==> src/rtl/branch_resolve_unit.sv <==
// ID-stage branch resolution: computes the branch target, detects branch-operand
// hazards against EX/MEM producers, and keeps taken/stall statistics.
module branch_resolve_unit #(
  parameter int CNT_W = 16
) (
  input  logic             clk,
  input  logic             reset,
  input  logic             id_branch,
  input  logic             id_bne,
  input  logic [4:0]       id_rs,
  input  logic [4:0]       id_rt,
  input  logic             equal,
  input  logic [31:0]      id_pc_plus4,
  input  logic [31:0]      id_imm,
  input  logic             ex_regwrite,
  input  logic             ex_memread,
  input  logic [4:0]       ex_rd,
  input  logic             mem_memread,
  input  logic [4:0]       mem_rd,
  output logic             stall,
  output logic             pc_src,
  output logic             if_flush,
  output logic [31:0]      branch_target,
  output logic [CNT_W-1:0] taken_cnt,
  output logic [CNT_W-1:0] stall_cnt
);

  typedef enum logic {IDLE, HOLD} state_t;

  state_t           r_state;
  logic [CNT_W-1:0] r_taken_cnt;
  logic [CNT_W-1:0] r_stall_cnt;

  logic w_br, w_cond, w_ex_haz, w_mem_haz, w_hazard;
  logic w_stall, w_pc_src;

  assign w_br      = id_branch | id_bne;
  assign w_cond    = (id_branch & equal) | (id_bne & ~equal);
  assign w_ex_haz  = ex_regwrite & (ex_rd != 5'd0) & ((ex_rd == id_rs) | (ex_rd == id_rt));
  assign w_mem_haz = mem_memread & (mem_rd != 5'd0) & ((mem_rd == id_rs) | (mem_rd == id_rt));
  assign w_hazard  = w_br & (w_ex_haz | w_mem_haz);

  assign branch_target = id_pc_plus4 + {id_imm[29:0], 2'b00};

  // Reset gates the outputs directly so they drop without waiting for a clock.
  always_comb begin
    w_stall  = 1'b0;
    w_pc_src = 1'b0;
    if (!reset) begin
      if (r_state == HOLD) begin
        w_stall = 1'b1;
      end else if (w_hazard) begin
        w_stall = 1'b1;
      end else begin
        w_pc_src = w_br & w_cond;
      end
    end
  end

  assign stall     = w_stall;
  assign pc_src    = w_pc_src;
  assign if_flush  = w_pc_src;
  assign taken_cnt = r_taken_cnt;
  assign stall_cnt = r_stall_cnt;

  // A load in EX needs one extra cycle beyond the first stall; EX rule wins over MEM.
  always_ff @(posedge clk or posedge reset) begin
    if (reset) begin
      r_state <= IDLE;
    end else begin
      case (r_state)
        IDLE:    r_state <= (w_hazard && w_ex_haz && ex_memread) ? HOLD : IDLE;
        HOLD:    r_state <= IDLE;
        default: r_state <= IDLE;
      endcase
    end
  end

  always_ff @(posedge clk or posedge reset) begin
    if (reset) begin
      r_taken_cnt <= '0;
      r_stall_cnt <= '0;
    end else begin
      if (w_pc_src && (r_taken_cnt != '1)) r_taken_cnt <= r_taken_cnt + CNT_W'(1);
      if (w_stall && (r_stall_cnt != '1))  r_stall_cnt <= r_stall_cnt + CNT_W'(1);
    end
  end

endmodule
==> config.mk <==
export PLATFORM = sky130hd
export DESIGN_NAME = branch_resolve_unit
export DESIGN_NICKNAME = d
export VERILOG_FILES = /design/src/rtl/branch_resolve_unit.sv
export SDC_FILE = /design/constraint.sdc
export NUM_CORES = 1
export LEC_CHECK = 0
export ABC_AREA = 1
export BUFFER_PORTS_ARGS = -buffer_cell sky130_fd_sc_hd__buf_4
export CAP_MARGIN = 20
export CORE_ASPECT_RATIO = 1.25
export CORE_MARGIN = 3
export CORE_UTILIZATION = 55
export CTS_CLUSTER_SIZE = 24
export DETAILED_ROUTE_END_ITERATION = 12
export PLACE_DENSITY = 0.89
export SLEW_MARGIN = 10
export SYNTH_ARGS = -nofsm -noshare
export SYNTH_HDL_FRONTEND = slang
export SYNTH_SLANG_ARGS = --single-unit
export TNS_END_PERCENT = 10
==> constraint.sdc <==
create_clock -name clk -period 2.9 [get_ports clk]
set_input_delay 0.145 -clock clk [delete_from_list [all_inputs] [get_ports clk]]
set_output_delay 0.145 -clock clk [all_outputs]
set_load 0.03 [all_outputs]
==> impl_metrics.csv, run 1 <==
group,metric,value,unit
synth,synth_nets,765,
cts,clock_path_buffers,2,
sta,max_freq,422,MHz
sta,slew_violations,0,
routing,wl,12300,µm
cts,htree_levels,2,
sta,holdWs,0.109,ns
sta,skew,0.00472,ns
synth,synthesis.area,4110,µm²
synth,synth_area_leaders,"dfrtp_1 20%, nand2_1 17%, ha_1 9.4%",
cts,cts_tree,"done",
synth,syn_inst,641,
grt,grt_pass1_vias,4716,
synth,synth_area_leader_cell,"dfrtp_1",
finish,drive_above_1_share,0.218,
power_and_ir_drop,ir_drop,0.314,mV
sta,worst_pin_slew,0.739,ns
synth,async_flop_share,1.00,
die,die_w,83.3,µm
sta,maxSlewHeadroom,0.508,
outcome,status,"finished, final reports clean",
synth,synthDominantCellAreaShare,0.201,
place,dp_hpwl,9990,µm
place,placed_area,5320,µm²
routing,routed-via-count,4962,
critical_path,worstPathMaxFanout,4,
die,fp-row-count,34,
die,dieArea,8560,µm²
routing,route.detailed.drc,0,
cts,root_buffer,"clkbuf_8",
critical_path,required,2.76,ns
grt,antenna_found_initial,0,
cts,numClockSinks,33,
die,num_io_pins,159,
synth,yosys_register_bits,33,
sta,fin_crit_sh,0.816,
routing,wl_per_cell,13.9,µm
sta,setup_tns,0,ns
place,portBuffers,152,
power_and_ir_drop,leakagePower,0.00293,µW
grt,overflow,0,
grt,grt_pass1_wl,20500,µm
power_and_ir_drop,power.density,388,nW/µm²
synth,syn_avg_cell_area,6.41,µm²
grt,track_usage,0.285,
cts,cts_buffers,5,
place,placed_cells,875,
die,initial_core_util,0.579,
cts,clk_pin_slew_worst_paths,0.07,ns
cts,cts_setup_buffers,0,
routing,first_iter_violations,199,
sta,setup_violations,0,
synth,synth_cell_types,37,
die,die_y,103,µm
place,place.gp.congestion,1.02,
min_path,min_path_type,"in -> reg",
finish,areaGrowthSynthToFinish,31.8,%
critical_path,start_kind,"primary input",
grt,grt_max_degree,20,
job,drv_cap,0,
routing,final_antenna_net_count,0,
sta,hold_viol,0,
finish,antennaDiodeCount,0,
sta,rsz0062_at_grt,"false",
synth,ys.warnings.count,0,
synth,synth-seq-area-share,0.201,
critical_path,critPathKind,"in -> out",
finish,fin_cells,883,
routing,dr.pass1.iters,6,
critical_path,arrival,2.22,ns
finish,post-route-util,0.763,
synth,synth-edff-count,0,
synth,synth_flop_cell,"dfrtp_1",
cts,clock_latency,0.29,ns
critical_path,cp-end-kind,"primary output",
finish,fin_area,5420,µm²
routing,via_per_inst,5.62,
sta,fin_crit,2.37,ns
finish,nets,917,
die,core_area,7100,µm²
final timing paths:
check	startpoint	cells after the start	slack, ns	endpoint
worst max-delay path	id_pc_plus4[2]	13	0.53	branch_target[20]
worst min-delay path	ex_memread	3	0.11	r_state$_DFF_PP0_
worst max register to register	stall_cnt[1]$_DFFE_PP0P_	9	0.89	stall_cnt[7]$_DFFE_PP0P_
worst min register to register	stall_cnt[8]$_DFFE_PP0P_	2	0.53	stall_cnt[8]$_DFFE_PP0P_
max in group asynchronous	reset	4	1.87	taken_cnt[1]$_DFFE_PP0P_
min in group asynchronous	reset	3	0.44	stall_cnt[5]$_DFFE_PP0P_
synthesized netlist by cell type, types with 2 or more instances:
cell and n:
nand2_1 191, inv_1 72, nor2_1 58, nand4_1 48
a21oi_1 38, xor2_1 37, dfrtp_1 33, ha_1 31
nand3_1 30, o21ai_0 24, xnor2_1 19, nor3_1 16
a21o_1 4, buf_2 4, buf_4 4, o21bai_1 4
clkbuf_1 3, o21a_1 3, nand3_4 2, nor3_4 2
o21ai_1 2
registers in the layout (all words and copies together), names as in the netlist:
signal / flops
taken_cnt: 16
stall_cnt: 16
r_state: 1
layout make-up:
| type | count | area (µm²) |
|---|---|---|
| repair buffers | 157 | 1180 |
| well taps | 90 | 113 |
| fillers | 575 | 1690 |
| multi-input cells | 522 | 2940 |
| clock buffers | 7 | 86.3 |
| inverters | 74 | 278 |
| flip-flops and latches | 33 | 826 |
routing by layer:
metal	GRT usage	part of all wire
met5	0	0
met4	0.0931	0.029
met3	0.0639	0.078
met2	0.543	0.51
met1	0.314	0.38
power by group:
| part | internal [µW] | leakage, µW | switching, µW |
|---|---|---|---|
| sequential | 504 | 0.000452 | 62.9 |
| clock | 188 | 0.0000443 | 171 |
| combinational | 453 | 0.00244 | 723 |
| total | 1150 | 0.00293 | 957 |
cell usage in the layout (no fill, tap or decap), types with 2 or more instances in the layout:
master      n
a21o_1      4
a21oi_1    38
buf_4     156
clkbuf_8    6
dfrtp_1    33
ha_1       31
inv_1      72
nand2_1   191
nand3_1    30
nand3_4     2
nand4_1    48
nor2_1     58
nor3_1     16
nor3_4      2
o21a_1      3
o21ai_0    24
o21ai_1     2
o21bai_1    4
xnor2_1    19
xor2_1     37
worst max-delay path: stages:
cell and delay [ns]:
buf_4 0.08, ha_1 0.15, inv_1 0.06, fa_1 0.40
inv_1 0.07, nand2_1 0.06, o21ai_1 0.25, a21boi_1 0.19
o21ai_1 0.28, nand3_1 0.11, nand2_1 0.09, xor2_1 0.16
buf_4 0.18
cells by family (layout without fill, tap and decap cells):
kind of cell,count (synthesis),after routing,synth area share
compound gates,79,79,0.106
fa+ha+maj,32,32,0.0992
mux,1,1,0.00243
buf+inv,86,238,0.0852
xor+xnor,56,56,0.119
flops,33,33,0.201
simple gates,354,354,0.387
metrics by stage:
step,setup WS [ns],total power [µW]
floorplan,0.715,1310
global placement,0.634,1710
detailed placement,0.559,1740
CTS,0.559,2110
global route,0.339,2240
finish,0.532,2100
timing repair:
action	in CTS	in global routing
resized for setup	0	0
endpoints found under the hold margin	6	0
hold buffers	1	0
(Power assumes the default switching activity.)
==> run 2: changes to the inputs <==
- ABC_AREA: 1 -> 0
- CORE_UTILIZATION: 55 -> 48
- PLACE_DENSITY: 0.89 -> 0.82
- clock period: 2.9 -> 2.4 ns (I/O delays scaled with it)
==> impl_metrics.csv, run 2 <==
group,metric,value,unit
outcome,status,"finished, final reports clean",
finish,antennaDiodeCount,0,
critical_path,required,2.28,ns
routing,via_per_inst,5.58,
sta,rsz0062_at_grt,"true",
routing,routedLengthMet1,3780,µm
finish,drive_above_1_share,0.362,
die,dieArea,8220,µm²
sta,fin_crit_sh,0.973,
synth,synth_common_cells,"49 x xnor2_1, 37 x nand2_1, 33 x dfrtp_1, 31 x ha_1, 30 x a21oi_1",
die,die_w,81.7,µm
synth,synthesis.area,3440,µm²
finish,most-common-layout-cells,"171 x buf_4, 49 x xnor2_1, 37 x nand2_1",
routing,wl_per_cell,15.6,µm
routing,routed-via-count,3707,
finish,fin_area,4950,µm²
cts,cts_buffers,5,
synth,synth-compound-area-share,0.192,
power_and_ir_drop,power.density,561,nW/µm²
routing,wl,10400,µm
sta,slew_violations,0,
synth,yosys.area_share.simple,0.205,
critical_path,critPathMaxStageDelay,0.39,ns
synth,ys.warnings.count,0,
sta,setup_tns,0,ns
finish,seq_area,826,µm²
place,dp_hpwl,8630,µm
cts,clock_path_buffers,2,
critical_path,start_kind,"primary input",
synth,synth-seq-area-share,0.240,
critical_path,crit_top_cell,"buf_4",
cts,clock_latency,0.28,ns
synth,synth_flop_cell,"dfrtp_1",
finish,multiInputGateArea,2550,µm²
synth,async_flop_share,1.00,
grt,grt_pass1_vias,3780,
synth,synth-xor-area-share,0.191,
critical_path,critPathKind,"in -> out",
synth,synth_nets,531,
critical_path,r2r_slack,0.29,ns
synth,synth_area_leaders,"dfrtp_1 24%, xnor2_1 12%, ha_1 11%",
critical_path,arrival,2.22,ns
die,die_y,101,µm
die,core_area,6770,µm²
synth,synth_top_family_by_area,"simple AND/OR/NAND/NOR gates",
routing,route.detailed.drc,0,
cts,htree_levels,2,
critical_path,cp-end-kind,"primary output",
sta,worst_pin_slew,0.441,ns
synth,syn_avg_cell_area,8.45,µm²
cts,clk_pin_slew_worst_paths,0.06,ns
critical_path,ff2ff_path_depth,7,
synth,yosys.cell_count.top_type,"xnor2_1",
finish,fillers,551,
critical_path,reg2reg_to,"stall_cnt[13]$_DFFE_PP0P_",
routing,wl_met2,5580,µm
place,placed_area,4760,µm²
synth,synth_mux_area_frac,0.0127,
routing,top_layer,"met4",
synth,yosys_register_bits,33,
die,num_io_pins,159,
sta,holdWs,0.127,ns
grt,grt_pass1_wl,16400,µm
die,fp-row-count,33,
sta,maxSlewHeadroom,0.704,
cts,root_buffer,"clkbuf_8",
cts,numClockSinks,33,
finish,mostFrequentLayoutCell,"buf_4",
sta,hold_viol,0,
finish,areaGrowthSynthToFinish,43.9,%
grt,antenna_found_initial,0,
critical_path,worstPathMaxFanout,5,
finish,nets,700,
sta,skew,0.00326,ns
min_path,hold_depth,2,
routing,final_antenna_net_count,0,
grt,overflow,0,
sta,fin_crit,2.34,ns
place,place.gp.congestion,0.871,
min_path,min_path_type,"in -> reg",
routing,dr_wl_met3,772,µm
synth,syn_inst,407,
power_and_ir_drop,leakagePower,0.00245,µW
finish,fin_cells,664,
critical_path,slowest_stage,"or3_1",
synth,synth_area_leader_cell,"dfrtp_1",
cts,cts_tree,"done",
grt,grt_max_degree,28,
job,drv_cap,0,
place,placed_cells,653,
die,initial_core_util,0.508,
synth,synthDominantCellAreaShare,0.240,
power_and_ir_drop,ir_drop,0.580,mV
critical_path,cp_cell_sequence,"buf_4, ha_2, nand2_1, o211a_1, or3_1, nand3_1, a31o_2, a21boi_1, xnor2_1, buf_4",
routing,dr.pass1.iters,4,
synth,synth-edff-count,0,
critical_path,regToRegStartpoint,"stall_cnt[0]$_DFFE_PP0P_",
synth,synth_cell_types,52,
min_path,worstHoldEndpoint,"r_state$_DFF_PP0_",
sta,max_freq,428,MHz
min_path,min_from,"ex_memread",
place,portBuffers,152,
grt,track_usage,0.245,
routing,first_iter_violations,155,
sta,setup_violations,0,
synth,synth_fa_ha_area_frac,0.119,
-- run 2: changes by cell type after synthesis, sizes merged, moves of 14 or more --
cell,before,now
nand4,48,10
nor2,59,22
inv,73,21
nand2,193,37
xnor2,19,49
nand3,32,18
-- run 2: how the worst max path moves through the flow --
stage                         from                 to  depth (start not counted)
floorplan           id_pc_plus4[2]  branch_target[28]                         10
global placement    id_pc_plus4[2]  branch_target[28]                         12
detailed placement  id_pc_plus4[2]  branch_target[28]                         12
CTS                 id_pc_plus4[2]  branch_target[22]                         13
global route        id_pc_plus4[3]  branch_target[25]                         10
finish                   id_imm[8]  branch_target[27]                         10
-- run 2: critical path, delay by kind of cell --
kind / cells / cell delay [ns]
buffers and inverters: 2 / 0.31
adder cells (fa/ha/maj): 1 / 0.37
AND/OR/NAND/NOR: 3 / 0.63
XOR/XNOR: 1 / 0.20
AO/OA/AOI/OAI: 3 / 0.58
-- run 2: power by group --
group / leakage (µW) / internal (µW) / switching, µW
sequential: 0.000424 / 641 / 109
clock: 0.0000395 / 206 / 188
combinational: 0.00199 / 682 / 950
total: 0.00245 / 1530 / 1250
-- run 2: what timing repair did --
action / CTS / global route
hold endpoints to repair: 6 / 0
setup endpoints to repair: 3 / 10
hold buffers: 1 / 0
setup buffers: 0 / 2
resized for setup: 3 / 17
pin swaps: 1 / 4
-- run 2: logic make-up (layout without fill, tap and decap cells) --
family	count (synthesis)	count (layout)
fa+ha+maj	32	32
xor+xnor	75	75
simple gates	136	136
mux	4	4
flops	33	33
buf+inv	32	202
compound gates	95	95
-- run 2: layout make-up --
| class | instances | share of cell area |
|---|---|---|
| tap | 87 | 0.0220 |
| timing repair buffer | 173 | 0.264 |
| inverter | 21 | 0.0159 |
| multi-input combinational | 342 | 0.515 |
| sequential | 33 | 0.167 |
| clock buffer | 8 | 0.0162 |
-- run 2: metal layers --
metal / global-route usage / up-vias
met5: 0 / -
met4: 0.0780 / 0
met3: 0.0492 / 23
met2: 0.458 / 135
met1: 0.270 / 1751
li1: - / 1798
-- run 2: stage by stage --
step	utilization	worst slack, ns	power [µW]
after CTS	0.719	0.00708	2760
after floorplan	-	0.0755	1730
after global placement	0.703	-0.0385	2310
final	0.731	0.0648	2780
after global routing	0.731	-0.0242	2950
after detailed placement	0.703	-0.0988	2360
